$ cat src/rtl/wb_stage_pkg.sv
`default_nettype none
// ============================================================================
// Module   : wb_stage_pkg
// Brief    : Shared load funct3 codes, writeback FSM states and reset polarity.
// Revision : 1.0 - initial release
// ============================================================================
package wb_stage_pkg;

    localparam logic [2:0] c_F3_LB  = 3'b000;
    localparam logic [2:0] c_F3_LH  = 3'b001;
    localparam logic [2:0] c_F3_LW  = 3'b010;
    localparam logic [2:0] c_F3_LBU = 3'b100;
    localparam logic [2:0] c_F3_LHU = 3'b101;

    localparam logic c_RST_ACTIVE_HIGH = 1'b1;

    typedef enum logic [0:0] {
        ST_IDLE = 1'b0,
        ST_WAIT = 1'b1
    } wb_state_t;

endpackage
`default_nettype wire

$ cat src/rtl/wb_stage_if.sv
`default_nettype none
// ============================================================================
// Module   : wb_stage_if
// Brief    : MEM-to-WB retire handshake bundle.
// Revision : 1.0 - initial release
// ============================================================================
interface wb_stage_if #(
    parameter int DATA_WIDTH  = 32,
    parameter int RADDR_WIDTH = 5
);
    logic                   mem_valid;
    logic                   wb_ready;
    logic                   flush;
    logic [RADDR_WIDTH-1:0] mem_rd_addr;
    logic                   mem_rd_wen;
    logic                   mem_is_load;
    logic [2:0]             mem_funct3;
    logic [DATA_WIDTH-1:0]  mem_result;

    modport master (
        output mem_valid, flush, mem_rd_addr, mem_rd_wen,
               mem_is_load, mem_funct3, mem_result,
        input  wb_ready
    );

    modport slave (
        input  mem_valid, flush, mem_rd_addr, mem_rd_wen,
               mem_is_load, mem_funct3, mem_result,
        output wb_ready
    );
endinterface
`default_nettype wire

$ cat src/rtl/wb_stage_load_align.sv
`default_nettype none
// ============================================================================
// Module   : wb_stage_load_align
// Brief    : Selects and extends load data; flags misaligned/illegal loads.
// Revision : 1.0 - initial release
// ============================================================================
module wb_stage_load_align
    import wb_stage_pkg::*;
#(
    parameter int DATA_WIDTH = 32
) (
    input  wire logic [2:0]            i_funct3,
    input  wire logic [1:0]            i_addr,
    input  wire logic [DATA_WIDTH-1:0] i_rdata,
    output logic      [DATA_WIDTH-1:0] o_data,
    output logic                       o_err
);

    logic [7:0]  w_byte;
    logic [15:0] w_half;

    always_comb begin
        w_byte = i_rdata[{i_addr, 3'b000} +: 8];
        w_half = i_addr[1] ? i_rdata[31:16] : i_rdata[15:0];
        o_data = '0;
        o_err  = 1'b0;
        case (i_funct3)
            c_F3_LB:  o_data = {{(DATA_WIDTH-8){w_byte[7]}}, w_byte};
            c_F3_LBU: o_data = {{(DATA_WIDTH-8){1'b0}}, w_byte};
            c_F3_LH: begin
                o_data = {{(DATA_WIDTH-16){w_half[15]}}, w_half};
                o_err  = i_addr[0];
            end
            c_F3_LHU: begin
                o_data = {{(DATA_WIDTH-16){1'b0}}, w_half};
                o_err  = i_addr[0];
            end
            c_F3_LW: begin
                o_data = i_rdata;
                o_err  = |i_addr;
            end
            default:  o_err = 1'b1;
        endcase
    end

endmodule
`default_nettype wire

$ cat src/rtl/wb_stage.sv
`default_nettype none
// ============================================================================
// Module   : wb_stage
// Brief    : rv32i writeback stage: load wait, alignment, regfile write, instret.
// Revision : 1.0 - initial release
// ============================================================================
module wb_stage
    import wb_stage_pkg::*;
#(
    parameter int DATA_WIDTH  = 32,
    parameter int RADDR_WIDTH = 5,
    parameter int CNT_WIDTH   = 64
) (
    input  wire logic                   clk,
    input  wire logic                   rst,
    wb_stage_if.slave                   mem,
    input  wire logic                   dmem_rvalid,
    input  wire logic [DATA_WIDTH-1:0]  dmem_rdata,
    output logic      [RADDR_WIDTH-1:0] waddr,
    output logic      [DATA_WIDTH-1:0]  wdata,
    output logic                        wen,
    output logic                        load_err,
    output logic      [CNT_WIDTH-1:0]   instret
);

    wb_state_t              r_state;
    logic [RADDR_WIDTH-1:0] r_ld_rd;
    logic                   r_ld_wen;
    logic [2:0]             r_ld_f3;
    logic [1:0]             r_ld_addr;

    // One-entry slot for a result that collides with a load response on the write port
    logic                   r_pend_vld;
    logic                   r_pend_err;
    logic                   r_pend_wen;
    logic [RADDR_WIDTH-1:0] r_pend_addr;
    logic [DATA_WIDTH-1:0]  r_pend_data;

    logic                   w_ready;
    logic                   w_rsp_fire;
    logic                   w_capture;
    logic                   w_cap_align_err;
    logic                   w_cap_imm;
    logic                   w_cap_ld;
    logic                   w_cap_err;
    logic                   w_cap_wen;
    logic [DATA_WIDTH-1:0]  w_rsp_data;
    logic [DATA_WIDTH-1:0]  w_cap_data_unused;
    logic                   w_rsp_err_unused;
    logic [1:0]             w_retire;

    logic                   w_emit_vld;
    logic                   w_emit_err;
    logic                   w_emit_wen;
    logic [RADDR_WIDTH-1:0] w_emit_addr;
    logic [DATA_WIDTH-1:0]  w_emit_data;

    assign w_rsp_fire   = (r_state == ST_WAIT) && dmem_rvalid;
    assign w_ready      = (r_state == ST_IDLE) || w_rsp_fire;
    assign mem.wb_ready = w_ready;

    assign w_capture = mem.mem_valid && w_ready && !mem.flush;
    assign w_cap_imm = w_capture && (!mem.mem_is_load || w_cap_align_err);
    assign w_cap_ld  = w_capture && mem.mem_is_load && !w_cap_align_err;
    assign w_cap_err = mem.mem_is_load;
    assign w_cap_wen = !mem.mem_is_load && mem.mem_rd_wen && (mem.mem_rd_addr != '0);
    assign w_retire  = {1'b0, w_rsp_fire} + {1'b0, w_capture && !mem.mem_is_load};

    wb_stage_load_align #(.DATA_WIDTH(DATA_WIDTH)) u_cap_align (
        .i_funct3 (mem.mem_funct3),
        .i_addr   (mem.mem_result[1:0]),
        .i_rdata  ('0),
        .o_data   (w_cap_data_unused),
        .o_err    (w_cap_align_err)
    );

    wb_stage_load_align #(.DATA_WIDTH(DATA_WIDTH)) u_rsp_align (
        .i_funct3 (r_ld_f3),
        .i_addr   (r_ld_addr),
        .i_rdata  (dmem_rdata),
        .o_data   (w_rsp_data),
        .o_err    (w_rsp_err_unused)
    );

    // Oldest result owns the write port: pending slot, then load response, then capture
    always_comb begin
        w_emit_vld  = 1'b0;
        w_emit_err  = 1'b0;
        w_emit_wen  = 1'b0;
        w_emit_addr = '0;
        w_emit_data = '0;
        if (r_pend_vld) begin
            w_emit_vld  = 1'b1;
            w_emit_err  = r_pend_err;
            w_emit_wen  = r_pend_wen;
            w_emit_addr = r_pend_addr;
            w_emit_data = r_pend_data;
        end else if (w_rsp_fire) begin
            w_emit_vld  = 1'b1;
            w_emit_wen  = r_ld_wen && (r_ld_rd != '0);
            w_emit_addr = r_ld_rd;
            w_emit_data = w_rsp_data;
        end else if (w_cap_imm) begin
            w_emit_vld  = 1'b1;
            w_emit_err  = w_cap_err;
            w_emit_wen  = w_cap_wen;
            w_emit_addr = mem.mem_rd_addr;
            w_emit_data = mem.mem_result;
        end
    end

    always_ff @(posedge clk) begin
        if (rst == c_RST_ACTIVE_HIGH) begin
            r_state     <= ST_IDLE;
            r_ld_rd     <= '0;
            r_ld_wen    <= 1'b0;
            r_ld_f3     <= '0;
            r_ld_addr   <= '0;
            r_pend_vld  <= 1'b0;
            r_pend_err  <= 1'b0;
            r_pend_wen  <= 1'b0;
            r_pend_addr <= '0;
            r_pend_data <= '0;
            waddr       <= '0;
            wdata       <= '0;
            wen         <= 1'b0;
            load_err    <= 1'b0;
            instret     <= '0;
        end else begin
            wen      <= w_emit_vld && !w_emit_err && w_emit_wen;
            load_err <= w_emit_vld && w_emit_err;
            if (w_emit_vld && !w_emit_err && w_emit_wen) begin
                waddr <= w_emit_addr;
                wdata <= w_emit_data;
            end
            instret <= instret + CNT_WIDTH'(w_retire);

            r_pend_vld <= w_cap_imm && (r_pend_vld || w_rsp_fire);
            if (w_cap_imm) begin
                r_pend_err  <= w_cap_err;
                r_pend_wen  <= w_cap_wen;
                r_pend_addr <= mem.mem_rd_addr;
                r_pend_data <= mem.mem_result;
            end

            if (w_cap_ld) begin
                r_state   <= ST_WAIT;
                r_ld_rd   <= mem.mem_rd_addr;
                r_ld_wen  <= mem.mem_rd_wen;
                r_ld_f3   <= mem.mem_funct3;
                r_ld_addr <= mem.mem_result[1:0];
            end else if (w_rsp_fire) begin
                r_state <= ST_IDLE;
            end
        end
    end

endmodule
`default_nettype wire
$ cat src/flat_wrapper.sv
// flat-port wrapper written by rule: the top's interface ports become plain ports
module wb_stage_flat import wb_stage_pkg::*;
#(
    parameter int DATA_WIDTH  = 32,
    parameter int RADDR_WIDTH = 5,
    parameter int CNT_WIDTH   = 64
)
  (clk, rst, dmem_rvalid, dmem_rdata, waddr, wdata, wen, load_err, instret, mem_mem_valid, mem_flush, mem_mem_rd_addr, mem_mem_rd_wen, mem_mem_is_load, mem_mem_funct3, mem_mem_result, mem_wb_ready);
  wb_stage_if #(.DATA_WIDTH(DATA_WIDTH), .RADDR_WIDTH(RADDR_WIDTH)) mem_i ();
  input  wire logic clk;
  input  wire logic rst;
  input  wire logic dmem_rvalid;
  input  wire logic [DATA_WIDTH-1:0] dmem_rdata;
  output logic      [RADDR_WIDTH-1:0] waddr;
  output logic      [DATA_WIDTH-1:0] wdata;
  output logic wen;
  output logic load_err;
  output logic      [CNT_WIDTH-1:0] instret;
  input wire logic [$bits(mem_i.mem_valid)-1:0] mem_mem_valid;
  input wire logic [$bits(mem_i.flush)-1:0] mem_flush;
  input wire logic [$bits(mem_i.mem_rd_addr)-1:0] mem_mem_rd_addr;
  input wire logic [$bits(mem_i.mem_rd_wen)-1:0] mem_mem_rd_wen;
  input wire logic [$bits(mem_i.mem_is_load)-1:0] mem_mem_is_load;
  input wire logic [$bits(mem_i.mem_funct3)-1:0] mem_mem_funct3;
  input wire logic [$bits(mem_i.mem_result)-1:0] mem_mem_result;
  output wire logic [$bits(mem_i.wb_ready)-1:0] mem_wb_ready;
  assign mem_i.mem_valid = mem_mem_valid;
  assign mem_i.flush = mem_flush;
  assign mem_i.mem_rd_addr = mem_mem_rd_addr;
  assign mem_i.mem_rd_wen = mem_mem_rd_wen;
  assign mem_i.mem_is_load = mem_mem_is_load;
  assign mem_i.mem_funct3 = mem_mem_funct3;
  assign mem_i.mem_result = mem_mem_result;
  assign mem_wb_ready = mem_i.wb_ready;
  wb_stage #(.DATA_WIDTH(DATA_WIDTH), .RADDR_WIDTH(RADDR_WIDTH), .CNT_WIDTH(CNT_WIDTH)) u_core (.clk(clk), .rst(rst), .mem(mem_i), .dmem_rvalid(dmem_rvalid), .dmem_rdata(dmem_rdata), .waddr(waddr), .wdata(wdata), .wen(wen), .load_err(load_err), .instret(instret));
endmodule
$ cat config.mk
export PLATFORM = sky130hd
export DESIGN_NAME = wb_stage_flat
export DESIGN_NICKNAME = d
export VERILOG_FILES = /design/src/rtl/wb_stage_pkg.sv /design/src/rtl/wb_stage_if.sv /design/src/rtl/wb_stage_load_align.sv /design/src/rtl/wb_stage.sv /design/src/flat_wrapper.sv
export SDC_FILE = /design/constraint.sdc
export NUM_CORES = 1
export LEC_CHECK = 0
export ABC_AREA = 1
export BUFFER_PORTS_ARGS = -buffer_cell sky130_fd_sc_hd__buf_2
export CORE_MARGIN = 4
export CORE_UTILIZATION = 35
export DETAILED_ROUTE_END_ITERATION = 6
export HOLD_SLACK_MARGIN = 0.08
export PLACE_DENSITY_LB_ADDON = 0.3
export SKIP_LAST_GASP = 1
export SYNTH_ARGS = -nofsm -noshare
export SYNTH_HDL_FRONTEND = slang
export SYNTH_SLANG_ARGS = --single-unit
$ cat constraint.sdc
create_clock -name clk -period 3.42 [get_ports clk]
set_clock_uncertainty 0.1 [all_clocks]
set_input_delay 0.513 -clock clk [delete_from_list [all_inputs] [get_ports clk]]
set_output_delay 0.513 -clock clk [all_outputs]
set_load 0.01 [all_outputs]
==> results.md <==
* Crit path DAT at 3.06 ns
* CP max stage delay at 0.34 ns
* Area of the mapped netlist at 8590 sq um
* Syn_area_per_cell at 6.13 sq um
* Hold_ws at 0.240 ns
* Final Wtd Congestion at 0.972
* Syn nets at 1,483
* DR vias at 9,628
* DPL Wire Length at 22.0 mm
* Crit path launch type: flip-flop
* Max Slew Vio Count at 0
* Max Buffers Root-to-Sink at 2
* Leakage power at 4.40 nW
* Post-synth top area cell: dfxtp_1
* Placed cells at 1,867
* Slowest cell on the critical path: nor2_2
* Vias per std cell at 5.07
* RSZ-0062 raised after global routing: false
* Fin cells at 1,899
* Fmax at 357 MHz
* Routed wire length at 29.6 mm
* Mapped Cells at 1,402
* Initial DRC Count at 972
* Yosys top cell area share at 36.1%
* Worst hold path type: input port to flip-flop
* Share of post-route cells with drive strength above 1 at 17.5%
* Hold Fails Final Rpt at 0
* Clock Sinks at 155
* Crit share post-route at 81.8%
* Pwr dens at 391 nW/um^2
* Seq/Total Area, Yosys at 36.1%
* Post-CTS sizing at 0
* Worst-path clk slew at 0.07 ns
* Setup bufs post-CTS at 0
* Initial antenna violation count at 1
* # port buffers at 182
* CTS tree: built
* Least-Margin Pin Slew at 0.830 ns
* Initial core utilization at 35.4%
* Io pins at 183
* Slew Limit Headroom at 44.5%
* Wire length per cell at 15.6 microns
* CP cell instances: inv_1 > nor2_1 > nor2_4 > inv_2 > nor2_1 > fa_1 > ha_1 > nand2_2 > nor2_4 > nand2_4 > nor2_2 > nand3_1 > or2_0 > a21oi_1
* Area growth syn-to-layout at 20.4%
* First-pass GRT wire length at 46.1 mm
* Grt total ovfl at 0
* Distinct cells, synth at 36
* Die Ht at 165 microns
* Critical Path Fanout Max at 6
* Pre-Repair DR Iteration Count at 5
* Width of the die at 165 microns
* Total CTS buffers at 17
* Gr usage total at 21.3%
* Clock Latency Late Sink at 0.44 ns
* Layout fillers at 2,641
* Post-synthesis register bit count at 155
* Largest net degree at the start of global routing at 51
* Antenna viol nets, final at 0
* Post-Route Setup TNS at 0 ns
* Critical Path End Type: flip-flop
* Final setup fails at 0
* Fin crit period at 2.80 ns
* Row cnt at 57
* Req. time, crit path at 3.68 ns
* Root Driver: clkbuf_16
* H-Tree Depth at 4
* Hold buffers post-CTS at 0
* Top post-synthesis cells by area: dfxtp_1 (36%), nand2_1 (21%), nor2_1 (8.5%)
* Synth warn at 0
* Die Footprint at 27,100 sq um
* Ant. Diodes at 0
* Maxcap violations at 0
* DRC at 0
* Status: finished clean
* Vias in the first global route at 8,772
* Nets at 1,643
* Worst IR Drop VDD at 0.000237 V
* Crit Path Category: flip-flop to flip-flop
* CORE AREA at 24,200 sq um
-- worst paths after layout --
kind	start	to	slack [ns]	depth (start not counted)
setup / recovery	u_core.r_state	u_core.instret[46]	0.62	14
hold / removal	mem_mem_result[16]	u_core.r_pend_data[16]	0.24	3
setup reg to reg	u_core.r_state	u_core.instret[46]	0.62	14
hold reg to reg	u_core.r_pend_data[8]	u_core.r_pend_data[8]	0.36	2
-- synth_stat cells (all sizes together) --
cell type,count
a21oi,105
a311oi,1
and2,2
buf,25
clkbuf,28
clkinv,1
dfxtp,155
fa,1
ha,1
inv,124
nand2,484
nand3,122
nand4,33
nor2,208
nor3,45
nor3b,3
nor4,1
o211ai,8
o21a,2
o21ai,32
or2,18
xor2,3
-- metrics by stage --
| step | util [%] | power (mW) | cell area (sq um) | setup slack [ns] |
|---|---|---|---|---|
| floorplan | - | 2.09 | 8590 | 0.831 |
| global placement | 40.3 | 2.22 | 9780 | 0.325 |
| detailed placement | 40.3 | 2.23 | 9780 | 0.282 |
| CTS | 42.7 | 4.08 | 10300 | 0.611 |
| global route | 42.7 | 4.20 | 10300 | 0.362 |
| finish | 42.7 | 4.04 | 10300 | 0.622 |
-- cell usage in the layout (no fill, tap or decap), types with 5 or more instances in the layout --
cell type / Yosys / routed
nand2_1: 475 / 475
nor2_2: 5 / 6
inv_1: 118 / 118
nand4_1: 33 / 33
nor2_4: 8 / 8
or2_2: 15 / 15
dfxtp_1: 155 / 155
nor2_1: 194 / 193
inv_2: 6 / 7
buf_4: 3 / 12
a21oi_1: 104 / 104
nand2_2: 5 / 5
buf_2: 19 / 181
clkbuf_16: 0 / 17
o21ai_0: 29 / 29
nor3_1: 44 / 44
clkinv_4: 0 / 5
o211ai_1: 8 / 8
nand3_1: 120 / 120
-- registers in the layout (all words and copies together) (netlist names), 2 cells and up --
name and count:
u_core.r_ld_rd 5, u_core.waddr 5, u_core.r_ld_addr 2, u_core.r_ld_f3 3, u_core.instret 64, u_core.r_pend_data 32
u_core.r_pend_addr 5, u_core.wdata 32
-- report_power, final --
| group | switching, mW | internal (mW) |
|---|---|---|
| Clock | 0.873 | 0.984 |
| Combinational | 0.217 | 0.116 |
| Sequential | 0.0165 | 1.84 |
-- per-layer routing --
metal  wire length, microns  global-route usage (%)  vias up
li1                       -                       -     4811
met1                  13000                    28.7     4358
met2                  13600                    34.8      404
met3                   2310                    4.04       53
met4                    630                    6.39        2
met5                     13                       0        -
-- kinds of logic after synthesis --
logic type	synth area share, %
simple gates	45.9
buf+inv	8.36
flops	36.1
compound gates	9.00
xor+xnor	0.306
fa+ha+maj	0.379
-- worst max-delay path, delay by kind of cell, from the launching register on --
| kind | cells | cell delay [ns] |
|---|---|---|
| buffers and inverters | 2 | 0.14 |
| adders and majority gates | 2 | 0.56 |
| AOI/OAI and AO/OA | 1 | 0.11 |
| and+or+nand+nor | 9 | 1.48 |
| DFF | 1 | 0.32 |
-- area by class of cell --
type	instances	area, sq um	share of cell area [%]
clock buffer	19	443	4.28
timing repair buffer	194	1020	9.82
tap	324	405	3.92
clock inverter	13	124	1.20
sequential	155	3100	30.0
inverter	125	469	4.54
multi-input combinational	1069	4780	46.2
Note: power is estimated with default switching activity, not from simulation.
